**config.mk**
```make
export PLATFORM = sky130hd
export DESIGN_NAME = fc_seq_16_10
export DESIGN_NICKNAME = d
export VERILOG_FILES = /design/src/rtl/fc_seq_16_10.sv
export SDC_FILE = /design/constraint.sdc
export NUM_CORES = 1
export LEC_CHECK = 0
export BUFFER_PORTS_ARGS = -buffer_cell sky130_fd_sc_hd__buf_2
export CORE_AREA = 4 4 192 194
export CTS_BUF_LIST = sky130_fd_sc_hd__clkbuf_2
export CTS_CLUSTER_DIAMETER = 80
export DETAILED_ROUTE_END_ITERATION = 6
export DIE_AREA = 0 0 196 198
export PLACE_DENSITY_LB_ADDON = 0.1
export SYNTH_ARGS = -nofsm -noshare
export SYNTH_HDL_FRONTEND = slang
export SYNTH_SLANG_ARGS = --single-unit
```
**constraint.sdc**
```tcl
create_clock -name clk -period 2.5 [get_ports clk]
set_input_delay 0.25 -clock clk [delete_from_list [all_inputs] [get_ports clk]]
set_output_delay 0.25 -clock clk [all_outputs]
set_load 0.01 [all_outputs]
```
**src/rtl/fc_seq_16_10.sv**
```systemverilog
// fc_seq_16_10: time-multiplexed sequencer for the 16-input, 10-output fully
// connected layer. It launches one shared MAC neuron once for each of the 10
// weight/bias sets, in order. Each result goes into its slot of out_flat, and
// the block keeps a running signed argmax, which becomes the class index.
module fc_seq_16_10 #(
    parameter int N_OUT = 10,
    parameter int IN_W  = 160,
    parameter int OUT_W = 15,
    parameter int IDX_W = 4
) (
    input  logic                   clk,
    input  logic                   reset,
    input  logic                   start_flag,
    input  logic [IN_W-1:0]        in,
    output logic                   nrn_start,
    output logic [IDX_W-1:0]       nrn_sel,
    output logic [IN_W-1:0]        nrn_in,
    input  logic [OUT_W-1:0]       nrn_out,
    input  logic                   nrn_end,
    output logic [N_OUT*OUT_W-1:0] out_flat,
    output logic [IDX_W-1:0]       class_idx,
    output logic                   busy,
    output logic                   end_flag
);

    typedef enum logic [2:0] {
        S_IDLE   = 3'd0,
        S_LAUNCH = 3'd1,
        S_WAIT   = 3'd2,
        S_STORE  = 3'd3,
        S_DONE   = 3'd4
    } state_t;

    state_t                   state_reg;
    logic [IDX_W-1:0]         idx_reg;
    logic signed [OUT_W-1:0]  cur_reg;   // copy of the result being judged in STORE
    logic signed [OUT_W-1:0]  max_reg;
    logic [IDX_W-1:0]         best_reg;

    logic                     capture;
    logic                     is_new_max;
    logic [IDX_W-1:0]         best_next;
    logic                     last_neuron;

    // The neuron result is accepted only in WAIT. A done pulse in any other
    // state is ignored, including a stray one during LAUNCH.
    assign capture     = (state_reg == S_WAIT) && nrn_end;
    assign last_neuron = (idx_reg == IDX_W'(N_OUT - 1));

    // Neuron 0 always seeds the max. After that only a strictly greater
    // result wins, so ties go to the lowest index.
    always_comb begin
        is_new_max = (idx_reg == '0) || (cur_reg > max_reg);
        best_next  = is_new_max ? idx_reg : best_reg;
    end

    // One result register per output neuron. The slot is rewritten only when
    // its own neuron finishes, so slots that are not reached yet keep the
    // previous run's value.
    genvar gi;
    generate
        for (gi = 0; gi < N_OUT; gi++) begin : g_slot
            logic [OUT_W-1:0] slot_reg;

            // Capture the shared neuron's result when this slot is the active one
            always_ff @(posedge clk) begin
                if (reset) begin
                    slot_reg <= '0;
                end else if (capture && (idx_reg == IDX_W'(gi))) begin
                    slot_reg <= nrn_out;
                end
            end

            assign out_flat[gi*OUT_W +: OUT_W] = slot_reg;
        end
    endgenerate

    // Sequencer FSM. Each output is registered and set on the edge that
    // enters its state, so nrn_start is high during LAUNCH and end_flag is
    // high during DONE.
    always_ff @(posedge clk) begin
        if (reset) begin
            state_reg <= S_IDLE;
            idx_reg   <= '0;
            cur_reg   <= '0;
            max_reg   <= '0;
            best_reg  <= '0;
            nrn_start <= 1'b0;
            nrn_sel   <= '0;
            nrn_in    <= '0;
            class_idx <= '0;
            busy      <= 1'b0;
            end_flag  <= 1'b0;
        end else begin
            nrn_start <= 1'b0;
            end_flag  <= 1'b0;
            case (state_reg)
                S_IDLE: begin
                    if (start_flag) begin
                        nrn_in    <= in;
                        idx_reg   <= '0;
                        nrn_sel   <= '0;
                        nrn_start <= 1'b1;
                        busy      <= 1'b1;
                        state_reg <= S_LAUNCH;
                    end
                end
                S_LAUNCH: begin
                    state_reg <= S_WAIT;
                end
                S_WAIT: begin
                    if (capture) begin
                        cur_reg   <= nrn_out;
                        state_reg <= S_STORE;
                    end
                end
                S_STORE: begin
                    if (is_new_max) begin
                        max_reg  <= cur_reg;
                        best_reg <= idx_reg;
                    end
                    if (last_neuron) begin
                        // Publish the final winner together with end_flag.
                        class_idx <= best_next;
                        end_flag  <= 1'b1;
                        busy      <= 1'b0;
                        state_reg <= S_DONE;
                    end else begin
                        idx_reg   <= idx_reg + 1'b1;
                        nrn_sel   <= idx_reg + 1'b1;
                        nrn_start <= 1'b1;
                        state_reg <= S_LAUNCH;
                    end
                end
                S_DONE: begin
                    state_reg <= S_IDLE;
                end
                default: begin
                    state_reg <= S_IDLE;
                end
            endcase
        end
    end

endmodule

```
---- Word-level counts from Yosys, hierarchy flattened ----
Index checks and enable logic that the tools add are counted.
W data, S select, Z words.
word-level totals
  output and inout port bits .............. 321
  input bits .............................. 179
  bits in registers ....................... 358
  word-level logic and storage cells ...... 77
operators by class
  add/sub/neg operators ................... 1
  eq/ne operators ......................... 16
  bitwise gates (word level) .............. 1
  multiplexer cells ....................... 15
  magnitude comparators ................... 1
  reduce and logical (&&, ||, !) cells .... 23
operators by type and width
  cell                   count
  $eq A4 B3 Y1 const B   4
  $gt A15 B15 Y1         1
  $mux W4                3
  $pmux W3 S4            1
  $logic_and A1 B1 Y1    11
  $reduce_and A2 Y1      5
  $mux W3                3
  $eq A4 B2 Y1 const B   2
  $eq A4 B4 Y1 const B   2
  $ne A2 B2 Y1 const B   4
  $pmux W4 S2            1
  $eq A3 B2 Y1 const B   2
  $reduce_and A3 Y1      2
  $mux W1                5
  $add A4 B1 Y4 const B  1
  $eq A4 B1 Y1 const B   1
  $logic_not A4 Y1       1
  $pmux W1 S2            2
  $eq A3 B1 Y1 const B   1
  $logic_not A3 Y1       1
  $reduce_bool A2 Y1     1
  $reduce_or A2 Y1       1
  $logic_or A1 B1 Y1     1
  $not A1 Y1             1

---- Longest topological paths before layout ----
Gate-level depths: netlist of the first run.
  word-level depth ........................ 4
  gate-level depth with buffers ........... 9
  gate-level depth less buffers ........... 8

---- Worst setup path before layout of the first run ----
No wires, ideal clock.
  path type ............................... flip-flop to flip-flop
  start ................................... reg idx_reg[0]
  end ..................................... reg max_reg[4]
  setup time .............................. 0.070 ns
  cell stages (with the launch flop) ...... 10
  arrival ................................. 2.164 ns
  data required time ...................... 2.430 ns
  slack ................................... 0.265 ns
  buffers on the path ..................... 1
  period minus slack after synthesis ...... 2.235 ns
  path through ............................ dfxtp_1 inv_1 ha_1 nor3b_1 a2111o_1 or3_1 o211ai_2 clkbuf_1 o21ai_0 a21oi_1
between the ends
  longest elaborated chain between the ends .. 3
RTL lines
  what                         RTL line  text
  start: declaration           35        logic [IDX_W-1:0] idx_reg;
  start signal: assignment     129       idx_reg <= idx_reg + 1'b1;
  $logic_not A4 Y1             53        is_new_max = (idx_reg == '0) || (cur_reg > max_reg);
  $logic_or A1 B1 Y1           53
  $reduce_and A2 Y1 (no line)  --
  end signal: assignment       119       max_reg <= cur_reg;
  end: declaration             37        logic signed [OUT_W-1:0] max_reg;
Every way passes these cells.
A chain may end at the register's enable or synchronous reset.

---- Worst setup path after layout of the first run ----
  start ................................... reg state_reg[1]
  end ..................................... reg nrn_in[128]
between the ends
  longest elaborated chain between the ends .. 2
RTL lines
  what                         RTL line  text
  start: declaration           34        state_t state_reg;
  start signal: assignment     83        state_reg <= S_IDLE;
  start signal: assignment     105       state_reg <= S_LAUNCH;
  start signal: assignment     109       state_reg <= S_WAIT;
  $logic_not A3 Y1             97        case (state_reg)
  $reduce_and A2 Y1 (no line)  --
  end signal: assignment       100       nrn_in <= in;
  end: declaration             17        output logic [IN_W-1:0] nrn_in,
Every way passes these cells.

==> results of run 1 <==
==> routing by layer <==
| metal | track usage | routed length [µm] | up-vias |
|---|---|---|---|
| met5 | 0 | 12 | - |
| li1 | - | - | 7502 |
| met2 | 0.5010 | 29490 | 761 |
| met3 | 0.07589 | 4431 | 221 |
| met1 | 0.3111 | 22000 | 7551 |
| met4 | 0.1681 | 3529 | 2 |
==> cells by family (layout without fill, tap and decap cells) <==
family | count (synthesis) | count (layout) | synth area share
DFF | 358 | 358 | 0.5476
and+or+nand+nor | 736 | 736 | 0.2277
AOI/OAI and AO/OA | 389 | 389 | 0.1519
adders and majority gates | 19 | 19 | 0.01816
buffers and inverters | 174 | 1229 | 0.05105
xor gates and xnor gates | 3 | 3 | 0.002008
other | 0 | 4 | 0
muxes | 2 | 2 | 0.001530
==> cell usage after synthesis, drive strengths merged, types with 2 or more instances <==
library cell / count
ha: 19
a211oi: 2
and3: 3
dfxtp: 358
o211ai: 2
buf: 12
or3: 22
clkbuf: 128
nor3: 10
mux2i: 2
inv: 34
nand2b: 2
a21oi: 357
nand3b: 3
nand3: 63
nand2: 608
nand4: 5
xnor2: 3
nor2: 15
o21ai: 20
o31a: 2
==> per-stage QoR <==
| step | util | instance area, µm² | setup slack, ns |
|---|---|---|---|
| floorplan | - | 13090 | 0.2651 |
| global placement | 0.4545 | 16010 | 0.1511 |
| detailed placement | 0.4545 | 16010 | 0.1217 |
| CTS | 0.6212 | 21880 | 0.01443 |
| global route | 0.6262 | 22060 | -0.09237 |
| finish | 0.6264 | 22060 | 0.04706 |
==> what timing repair did <==
item / CTS / global route
resized for setup: 0 / 28
hold endpoints to repair: 358 / 0
setup endpoints to repair: 0 / 45
hold buffers: 492 / 0
buffers inserted: 0 / 11
==> power breakdown <==
part / internal, mW / switching [mW] / leakage (nW)
clock network: 2.02 / 2.60 / 0.705
logic: 1.22 / 1.28 / 6.08
registers: 5.96 / 0.149 / 2.91
==> worst max-delay path by stage <==
stage                                          from                  endpoint  slack [ns]  cells after the start
after floorplan             idx_reg[0]$_SDFFE_PP0P_   max_reg[4]$_SDFFE_PP0P_        0.27                      9
after global placement     max_reg[12]$_SDFFE_PP0P_  max_reg[11]$_SDFFE_PP0P_        0.15                      9
after detailed placement   max_reg[12]$_SDFFE_PP0P_  max_reg[11]$_SDFFE_PP0P_        0.12                      9
after CTS                 state_reg[1]$_SDFFE_PP0P_  nrn_in[136]$_SDFFE_PP0P_        0.01                      7
after global routing       max_reg[12]$_SDFFE_PP0P_   max_reg[9]$_SDFFE_PP0P_       -0.09                     11
final                     state_reg[1]$_SDFFE_PP0P_  nrn_in[128]$_SDFFE_PP0P_        0.05                      7
==> cell type report <==
cell class	instances	area, µm²	share of cell area
Tap cell	461	576.8	0.02614
Clock inverter	27	236.5	0.01072
Sequential cell	358	7173	0.3251
Inverter	34	127.6	0.005784
Timing Repair Buffer	1026	7860	0.3562
Clock buffer	142	710.7	0.03221
Antenna cell	4	10.01	0.0004537
Multi-Input combinational cell	1149	5369	0.2433
==> worst max-delay path, stage by stage, from the launching register on <==
cell,delay [ns]
dfxtp_4,0.36
nand2b_4,0.16
nor3_4,0.36
buf_12,0.17
nand2_1,0.06
dlygate4sd3_1,0.59
a21oi_2,0.19
dlygate4sd3_1,0.61
==> reports/summary.txt, run 1 <==
Commonest non-fill, non-tap cell in the layout: nand2_1
# DRC: 3
Die ar.: 0.03881 mm²
Status: finished, violations left
Layout cells sized above 1: 0.2675
Power per Cell Area: 599.6 mW/mm²
Hold endpoint: g_slot[7].slot_reg[14]$_SDFFE_PP0P_
Netlist cell types: 38
Vias per cell: 5.010
Post-Syn Nets: 1879
Row cnt: 69
Tcrit/Tclk final: 0.9812
GRT Overall Usage: 0.2856
Post-synth EDFFs: 0
Total power: 13.23 mW
Worst path required time: 3.51 ns
First-pass GRT wire length: 88820 µm
Syn Std Cell Area: 0.01309 mm²
Max reg flops: 160
Layout filler cell count: 2868
CTS tree: built
Asr flop ratio synth: 0
Worst Path Class, Setup: register to register
Clk Latency, worst-skew pair: 1.06 ns
Hold Crit Start: nrn_out[14]
Area contributors post-synth: dfxtp_1, nand2_1, a21oi_1
R2R Path End: nrn_in[128]$_SDFFE_PP0P_
Critical Path AT: 3.46 ns
Violated checks: DRC
Core ar.: 0.03522 mm²
Peak Freq: 0.4077 GHz
Minimum setup slack among reg-to-reg paths: 0.05 ns
Synth Area per Inst: 7.786 µm²
Nets: 2864
Final hold vios: 0
Period minus WS final: 2.453 ns
Warnings from Yosys: 0
Cells after Synth: 1681
Initial Util: 0.3716
Setup tns final: 0 ns
Max_cap viols: 0
First-pass detailed-route iteration total: 7
Most frequent cells in the layout: nand2_1, buf_2, dlygate4sd3_1
H-tree levels: 3
Chip height: 198 µm
Root Buffer: clkbuf_2
Clk sinks: 358
Routability Congestion: 0.8235
Area Growth Syn to Fin: 68.59%
TritonCTS buffer count: 97
Synth Register Bits: 358
Congestion Overflow GR: 0
Hold slack: 0.2210 ns
Final ANT Viol Nets: 0
Fin. max-slew vios: 0
CTS clk-pin slew, worst paths: 0.14 ns
Hold Path Depth: 4
Critical R2R Launch: state_reg[1]$_SDFFE_PP0P_
Vias in the first global route: 16530
Register area share after synthesis: 0.5476
Cell taking the most area after synthesis: dfxtp_1
Final cell count without fillers: 3201
Yosys top cell area share: 0.5476
Clk buf depth: 3
Pin count of the biggest net entering global routing: 118
RSZ-0062 raised after global routing: yes
Detailed-placement wirelength estimate: 33070 µm
Reg2reg path depth: 7
Vias: 16040
Final WL: 59470 µm
CP Launch Type: register
I/O pin count: 500
Die X: 196 µm
Worst slew margin: 0.5671
Worst clock skew: 0.1127 ns
Antenna violations before repair: 3
Slew @ Worst Pin: 0.6477 ns
CP max FO: 6
Hold Crit Class: input port to register
Final setup fails: 0
Critical Path End Type: register
Primary FF master, synth: dfxtp_1
VDD IR max: 0.3998 mV
Initial DRC Count: 696
Cells after DPL: 2535
I/O Buffers: 499
Drt wl/cell: 18.58 µm
Lkg Pwr: 9.700 nW
(Power assumes the default switching activity.)
==> inputs of run 2 (changes only) <==
Clock period 2.5 ns to 2.6 ns, I/O delays scaled along.
==> run 2 against run 1 <==
  * Cell count is essentially flat
  * First-iteration DRC count grew 34%
  * Critical endpoint is now nrn_in[114]$_SDFFE_PP0P_
  * Count of clock-buffer cells in the layout grew 2
  * Power shrank 8.8%
  * The run now ends clean
  * Routed wire length shrank 0.13%
  * Clock power shrank 18%
  * Core utilization shrank 0.60 points
  * Via count shrank 0.33%
  * Sequential power shrank 3.6%
  * Critical path type unchanged
  * Cell area shrank 0.96%
  * Largest cell class unchanged
==> reports/summary.txt, run 2 (same netlist as run 1, synthesis figures left out) <==
I/O Buffers: 499
VDD IR max: 0.3593 mV
Hold Crit Start: nrn_out[14]
Hold endpoint: g_slot[2].slot_reg[14]$_SDFFE_PP0P_
CTS tree: built
I/O pin count: 500
Nets: 2866
First-pass detailed-route iteration total: 6
Critical Path AT: 3.42 ns
Worst clock skew: 0.04512 ns
Layout filler cell count: 2928
Row cnt: 69
Period minus WS final: 2.549 ns
Detailed-placement wirelength estimate: 32780 µm
Cells after DPL: 2532
Reg2reg path depth: 9
Fin. max-slew vios: 0
Final hold vios: 0
Die X: 196 µm
Congestion Overflow GR: 0
Final ANT Viol Nets: 0
Clk buf depth: 3
Slew @ Worst Pin: 0.6663 ns
Initial Util: 0.3716
CP Launch Type: register
# DRC: 0
Fin util: 0.6204
Root Buffer: clkbuf_2
Max reg flops: 160
Peak Freq: 0.3923 GHz
First-pass GRT wire length: 90160 µm
Vias: 15980
TritonCTS buffer count: 94
Chip height: 198 µm
CTS clk-pin slew, worst paths: 0.11 ns
R2R Path End: nrn_in[114]$_SDFFE_PP0P_
Routability Congestion: 0.8430
Power per Cell Area: 552.0 mW/mm²
Pin count of the biggest net entering global routing: 118
Die ar.: 0.03881 mm²
CP max FO: 12
Tcrit/Tclk final: 0.9805
Lkg Pwr: 9.782 nW
GRT Overall Usage: 0.2891
Worst Path Class, Setup: register to register
Vias per cell: 4.997
Antenna violations before repair: 2
Hold Crit Class: input port to register
Final cell count without fillers: 3199
Final WL: 59390 µm
Final setup fails: 0
Layout cells sized above 1: 0.2564
Max_cap viols: 0
Drt wl/cell: 18.57 µm
Hold Path Depth: 4
Total power: 12.06 mW
H-tree levels: 3
Status: finished, final reports clean
Core ar.: 0.03522 mm²
Worst slew margin: 0.5558
Worst path required time: 3.47 ns
Area Growth Syn to Fin: 66.97%
Clk sinks: 358
Most frequent cells in the layout: nand2_1, buf_2, dlygate4sd3_1
Commonest non-fill, non-tap cell in the layout: nand2_1
Minimum setup slack among reg-to-reg paths: 0.05 ns
Critical Path End Type: register
Critical R2R Launch: state_reg[1]$_SDFFE_PP0P_
Initial DRC Count: 932
Vias in the first global route: 16660
Clk Latency, worst-skew pair: 0.96 ns
## run 2: power by group
part           total, mW  internal [mW]  switching [mW]
clock network       3.79           1.45            2.35
logic               2.39           1.17            1.22
registers           5.88           5.73           0.150
total               12.1           8.34            3.72
## run 2: worst max path at each step
stage	slack, ns	startpoint	depth (start not counted)	to
after floorplan	0.37	idx_reg[0]$_SDFFE_PP0P_	9	max_reg[4]$_SDFFE_PP0P_
after global placement	0.27	max_reg[12]$_SDFFE_PP0P_	9	max_reg[8]$_SDFFE_PP0P_
after detailed placement	0.24	max_reg[12]$_SDFFE_PP0P_	9	max_reg[9]$_SDFFE_PP0P_
after CTS	0.03	state_reg[1]$_SDFFE_PP0P_	7	nrn_in[149]$_SDFFE_PP0P_
after global routing	-0.19	state_reg[0]$_SDFFE_PP0P_	5	nrn_in[140]$_SDFFE_PP0P_
final	0.05	state_reg[1]$_SDFFE_PP0P_	9	nrn_in[114]$_SDFFE_PP0P_
## run 2: repair_timing
item                                    in CTS  in global routing
gates resized for setup                      0                  6
endpoints found under the setup margin       0                 42
endpoints found under the hold margin      357                  0
buffers inserted                             0                  2
hold buffers                               497                  0
## run 2: stage by stage
| step | area (µm²) | hold slack, ns | setup slack (ns) | setup TNS, ns |
|---|---|---|---|---|
| 6_report | 21850 | 0.2780 | 0.05068 | 0 |
| 5_1_grt | 21840 | 0.1682 | -0.1864 | -0.2773 |
| 4_1_cts | 21740 | 0.1224 | 0.02831 | 0 |
| 3_5_place_dp | 15970 | 0.4431 | 0.2364 | 0 |
| 3_3_place_gp | 15970 | 0.4376 | 0.2667 | 0 |
| 2_1_floorplan | 13090 | 0.3960 | 0.3651 | 0 |
## run 2: layer usage
metal  GRT usage  vias to the layer above  wire length [µm]
met2      0.5014                      751             29250
met3     0.08099                      240              4287
met1      0.3143                     7493             21820
met5           0                        -                12
met4      0.1766                        2              4024
li1            -                     7498                 -
## run 2: area by class of cell
type,instances,area [µm²],share of cell area
clock buffers,144,720.7,0.03298
repair buffers,1031,7885,0.3608
diodes,4,10.01,0.0004581
inverters,34,127.6,0.005840
multi-input cells,1149,5291,0.2421
flip-flops and latches,358,7168,0.3280
clock inverters,18,72.57,0.003321
well taps,461,576.8,0.02640
## run 2: critical path: stages (launching register included)
cell           delay, ns
dfxtp_2             0.35
nand2b_4            0.16
nor3_4              0.19
buf_12              0.16
buf_6               0.12
clkbuf_16           0.17
nand2_1             0.06
dlygate4sd3_1       0.54
a21oi_1             0.15
dlygate4sd3_1       0.59
